`src/rtl/tnn_feature_encoder.sv`:
```
// Quantizes a stream of raw feature samples to 2 bits each and packs each
// NUM_FEAT-sample frame into a vector held under a valid/ready handshake.
module tnn_feature_encoder #(
  parameter int NUM_FEAT = 5,
  parameter int RAW_W    = 8,
  parameter logic [NUM_FEAT*3*RAW_W-1:0] THRESH = {5{8'd192, 8'd128, 8'd64}}
) (
  input  logic                  clk,
  input  logic                  rst_n,
  input  logic                  s_valid,
  output logic                  s_ready,
  input  logic [RAW_W-1:0]      s_data,
  input  logic                  s_last,
  output logic                  feat_valid,
  input  logic                  feat_ready,
  output logic [2*NUM_FEAT-1:0] feat_vec,
  output logic                  frame_err,
  output logic [7:0]            err_count
);

  localparam int IDX_W = (NUM_FEAT > 1) ? $clog2(NUM_FEAT) : 1;
  localparam logic [IDX_W-1:0] LAST_IDX = IDX_W'(NUM_FEAT - 1);

  typedef enum logic [1:0] {COLLECT, RESYNC, HOLD} state_t;

  state_t                  state;
  logic [IDX_W-1:0]        idx;
  logic [2*NUM_FEAT-1:0]   work;
  logic [2*NUM_FEAT-1:0]   work_nxt;
  logic [1:0]              q;
  logic [RAW_W-1:0]        thr;
  logic                    accept;

  // Count of thresholds met, so the three thresholds may be in any order.
  always_comb begin
    q   = '0;
    thr = '0;
    for (int unsigned j = 0; j < 3; j++) begin
      thr = THRESH[(3 * 32'(idx) + j) * RAW_W +: RAW_W];
      if (s_data >= thr) q = q + 2'd1;
    end
  end

  always_comb begin
    work_nxt = work;
    work_nxt[2 * 32'(idx) +: 2] = q;
  end

  assign accept = s_valid & s_ready;

  always_ff @(posedge clk or negedge rst_n) begin
    if (!rst_n) begin
      state      <= COLLECT;
      idx        <= '0;
      work       <= '0;
      feat_vec   <= '0;
      feat_valid <= 1'b0;
      s_ready    <= 1'b0;
      frame_err  <= 1'b0;
      err_count  <= '0;
    end else begin
      frame_err <= 1'b0;
      case (state)
        COLLECT: begin
          s_ready <= 1'b1;
          if (accept) begin
            work <= work_nxt;
            if (s_last && idx == LAST_IDX) begin
              feat_vec   <= work_nxt;
              feat_valid <= 1'b1;
              s_ready    <= 1'b0;
              idx        <= '0;
              state      <= HOLD;
            end else if (s_last || idx == LAST_IDX) begin
              frame_err <= 1'b1;
              if (err_count != 8'hFF) err_count <= err_count + 8'd1;
              idx <= '0;
              if (!s_last) state <= RESYNC;
            end else begin
              idx <= idx + 1'b1;
            end
          end
        end
        RESYNC: begin
          s_ready <= 1'b1;
          if (accept && s_last) begin
            idx   <= '0;
            state <= COLLECT;
          end
        end
        HOLD: begin
          if (feat_ready) begin
            feat_valid <= 1'b0;
            s_ready    <= 1'b1;
            state      <= COLLECT;
          end
        end
        default: begin
          state   <= COLLECT;
          idx     <= '0;
          s_ready <= 1'b1;
        end
      endcase
    end
  end

endmodule

```
`config.mk`:
```
export PLATFORM = sky130hd
export DESIGN_NAME = tnn_feature_encoder
export DESIGN_NICKNAME = d
export VERILOG_FILES = /design/src/rtl/tnn_feature_encoder.sv
export SDC_FILE = /design/constraint.sdc
export NUM_CORES = 1
export LEC_CHECK = 0
export BUFFER_PORTS_ARGS = -buffer_cell sky130_fd_sc_hd__buf_2
export CAP_MARGIN = 20
export CORE_AREA = 2 2 87 89
export DETAILED_ROUTE_END_ITERATION = 16
export DIE_AREA = 0 0 89 91
export SLEW_MARGIN = 20
export SYNTH_ARGS = -nofsm -noshare
export SYNTH_HDL_FRONTEND = slang
export SYNTH_SLANG_ARGS = --single-unit
```
`constraint.sdc`:
```
create_clock -name clk -period 3.4 [get_ports clk]
set_clock_uncertainty 0.15 [all_clocks]
set_input_delay 0.51 -clock clk [delete_from_list [all_inputs] [get_ports clk]]
set_output_delay 0.51 -clock clk [all_outputs]
set_load 0.02 [all_outputs]
```
* Word-level counts from Yosys, hierarchy flattened *
Cells that the tools add are included.

storage, ports and cells
  bits of input ports = 13
  latch bits = 0
  memories = 0
  bits in registers = 36
  output and inout port bits = 21
  bits in read-only memories = 0
  RAM bits = 0

cells by class
  equality and inequality tests = 10
  muxes and demuxes = 28
  bitwise gates (word level) = 3
  div/mod/pow operators = 0
  add/sub/neg operators = 7
  $mul = 1
  reduce and logical (&&, ||, !) cells = 11
  magnitude comparators = 3
  shift operators = 5

operators by type and width
  kind                                                                            number
  120-bit by 10-bit variable part select with 8-bit output, first input constant  2
  120-bit by 9-bit variable part select with 8-bit output, first input constant   1
  4-bit negator with 34-bit output                                                1
  2-bit by 34-bit variable shift with 10-bit output, first input constant         1
  2-bit by 34-bit variable part select with 10-bit output                         1
  8-bit greater-or-equal comparator                                               3
  2-bit two-way mux                                                               8
  3-bit two-way mux                                                               4
  1-bit two-way mux                                                               11
  10-bit bitwise mux                                                              1
  5-bit AND reduction                                                             2
  3-bit case mux with 3 select lines                                              1
  8-bit by 1-bit adder with 8-bit output, second input constant                   1
  2-bit != test, second input constant                                            4
  8-bit != test, second input constant                                            1
  5-bit by 1-bit adder with 6-bit output, second input constant                   1
  5-bit by 2-bit adder with 6-bit output, second input constant                   1
  3-bit != test, second input constant                                            2
  2-bit case mux with 3 select lines                                              1
  3-bit AND reduction                                                             2
  2-bit by 3-bit multiplier with 5-bit output, first input constant               1
  2-bit by 1-bit adder with 2-bit output, second input constant                   2
  1-bit case mux with 2 select lines                                              2
  4-bit AND reduction                                                             1
  11 further kinds                                                                13

* Depth between registers and ports, before layout *
  depth after elaboration = 10
  depth in mapped cells = 13

* Worst setup path before layout *
No wires, ideal clock.

  path kind = reg2reg
  start = register idx[0]
  end = register feat_vec[0]
  data arrival time = 2.815 ns
  library setup time = 0.077 ns
  setup slack = 0.357 ns
  stages on the path, launching flop included = 13
  cells stage by stage = dfrtp_1 buf_2 inv_1 ha_1 inv_1 ha_1 ha_1 or3_1 ha_1 and2_1 a211oi_4 mux2i_1 a21oi_1

between the ends
  cells in the longest elaborated chain, start to end = 10

ends and longest elaborated chain
  what                                                                        line  text
  from (decl)                                                                 27    logic [IDX_W-1:0] idx;
  from (signal assigned)                                                      80    idx <= idx + 1'b1;
  branches (longest 10 deep; another with 8-bit greater-or-equal comparator)  n/a
  to (signal assigned)                                                        69    feat_vec <= work_nxt;
  to (decl)                                                                   16    output logic [2*NUM_FEAT-1:0] feat_vec,

Parallel ways; which one is timed is not known.
A chain may end at the register's enable or synchronous reset.

* Worst setup path after layout *
  start = register idx[1]
  end = register feat_vec[6]

Same word-level chain as after synthesis.

==> results.md <==
* Status: completed
* Worst path max stage delay at 470 ps
* Register area at 901 um^2
* Max stage delay cell, worst path: dfrtp_1
* Syn Area/Cell at 10.2 um^2
* CTS Sinks at 36
* Via density at 4.63
* Post-CTS Repair Setup Buffers at 0
* Slew Viols, Final at 0
* Via count at 1554
* Drt wl/cell at 12.0 um
* Total grt overflow at 0
* Worst hold path class: primary input to async pin
* Synth top area share at 43.0%
* Initial Util at 29.3%
* CP Capture Type: flop
* Slew headroom at 46.4%
* Crit Path Class: flop to flop
* Crit-path max FO at 10
* DRC viols at 0
* DPL Wire Length at 2930 um
* Setup violators final at 0
* Synth unique cells at 40
* Max frequency at 318 MHz
* Total power at 1440 uW
* PwrDens at 594 nW/um^2
* Core area at 7140 um^2
* Worst Max-Slew Pin Slew at 804 ps
* Final TNS setup at 0 ps
* Required time worst endpoint at 3460 ps
* RD Place Congestion at 0.798
* Port bufs at 27
* Detailed Route WL at 4050 um
* Initial antenna violation count at 0
* CTS tree: done
* Cell taking the most area after synthesis: dfrtp_1
* RSZ-0062 raised after global routing: false
* Most common cell after layout, fill and taps aside: dfrtp_1
* First-pass GRT wire length at 6910 um
* Area grow syn2layout at 15.7%
* Largest cells by area after synthesis: dfrtp_1 43%, ha_1 10%, nor2_1 3.9%, nand2_1 3.6%, a21oi_1 2.6%
* Most frequent cells in the layout: 36 x dfrtp_1, 27 x buf_2, 22 x nor2_1
* Synthesized instance count at 206
* Multi-input gate area at 1130 um^2
* Fin Hold WS at 163 ps
* Clk buf depth at 2
* Detailed Route Iter0 Violations at 55
* Max cap viols at 0
* Layout cells sized above 1 at 21.9%
* Peak VDD IR at 0.314 mV
* CP Data Arrival Time at 3200 ps
* Die H at 91 um
* Yosys reg bits at 36
* Warnings from Yosys at 0
* Total global-route track usage at 10.9%
* CP Cell Sequence: inv_1 > ha_1 > inv_1 > ha_1 > ha_1 > or3_1 > ha_1 > and2_1 > a211oi_4 > buf_4 > a22oi_1 > a21oi_1
* Die W at 89 um
* Worst skew pair latency at 280 ps
* H-tree depth at 2
* Leakage at 0.00115 uW
* DRT antenna net count at 0
* Final worst-path cycle share at 92.4%
* TritonCTS buffer count at 5
* Tmin final at 3140 ps
* Resized Gates After CTS at 0
* Pre-antenna DRT Iters at 4
* Hold Buf Count CTS at 0
* Std-Cell Rows at 31
* Nets at 267
* Post-synthesis sequential area ratio at 43.0%
* Final hold viol count at 0
* CP dominant cell by count: ha_1
* Die Area at 8100 um^2
* Crit start category: flop
* Largest net degree at the start of global routing at 37
* Syn_nets at 236
* Root buf cell: clkbuf_8
* I/O Pins at 34
* Filler instances at 769
* CTS clock-pin slew for the worst setup and hold paths at 70 ps
* Ant diodes at 0
* Vias in the first global route at 1493
* Synth Cell Area at 2090 um^2
[area by class of cell]
| type | instances | share of cell area [%] |
|---|---|---|
| clock inverters | 1 | 0.207 |
| well taps | 99 | 5.11 |
| clock buffers | 6 | 3.00 |
| multi-input cells | 155 | 46.7 |
| inverters | 10 | 1.55 |
| repair buffers | 29 | 6.20 |
| flip-flops and latches | 36 | 37.2 |
[where the power goes]
group	leakage [uW]	total, uW	switching [uW]	internal, uW
combinational	0.000643	536	319	217
clock	0.0000410	285	145	139
sequential	0.000466	619	86.3	533
total	0.00115	1440	551	889
[synthesized netlist by cell type]
cell type  instances
dfrtp_1           36
o211a_1            2
or2_2              1
o311ai_1           3
a211oi_4           2
nor3_1             4
nor3_4             1
buf_2              3
clkbuf_1           2
nand3_1            4
o21ai_0            5
and4b_1            1
and2_1             3
mux2i_1            5
o31ai_1            1
or3_1              1
nand4b_1           2
nand2_4            1
nor4_4             1
nand2_1           20
nor2_1            22
nand2_2            1
xor2_1             5
and4bb_2           1
or4_1              1
inv_1             10
nor2b_1            4
mux2_2             4
mux2_1             3
nor4_2             1
ha_1              17
a22oi_1            7
a21oi_1           11
nand2b_1           3
and4bb_4           1
nor4_1             3
or4_4              3
a31oi_1            1
nor3b_1            3
o21ai_1            7
[per-stage QoR]
step           instances  utilization [%]  setup WS, ps  area, um^2
2_1_floorplan        206                -           357        2090
3_3_place_gp         329             32.9           284        2340
3_5_place_dp         329             32.9           253        2340
4_1_cts              336             33.9           232        2420
5_1_grt              336             33.9          42.4        2420
6_report             336             33.9           258        2420
[final timing paths]
kind | from | to | slack (ps) | depth (start not counted)
min in group clk | work[7] | work[7] | 340 | 2
hold / removal | rst_n | feat_vec[5] | 160 | 1
hold reg to reg | work[7] | work[7] | 340 | 2
setup / recovery | idx[1] | feat_vec[6] | 260 | 12
max in group asynchronous | rst_n | feat_vec[2] | 2430 | 1
setup reg to reg | idx[1] | feat_vec[6] | 260 | 12
[state kept, by name, indices dropped and copies added, names as in the netlist]
signal	flops
work	10
err_count	8
state	2
s_ready	1
idx	3
feat_vec	10
feat_valid	1
frame_err	1
[critical path: cells and delay by family, from the launching register on]
family	cells	cell delay (ps)
AO/OA/AOI/OAI	3	430
adder cells (fa/ha/maj)	4	1080
buffers and inverters	3	390
flip-flops	1	470
AND/OR/NAND/NOR	2	540
[per-layer routing]
layer / wire (um) / GRT usage (%) / up-vias
met4: 41 / 3.36 / 0
met5: 0 / 0 / -
met3: 157 / 2.73 / 4
li1: - / - / 787
met1: 2000 / 15.1 / 741
met2: 1850 / 16.5 / 22
[logic make-up after synthesis]
family          after synthesis  share of synthesized area, %
mux                          12                          6.16
simple gates                 82                          22.9
buf+inv                      15                          2.87
compound gates               39                          12.8
fa+ha+maj                    17                          10.2
xor+xnor                      5                          2.09
flops                        36                          43.0
No activity file was read; power rests on OpenSTA's default activity.
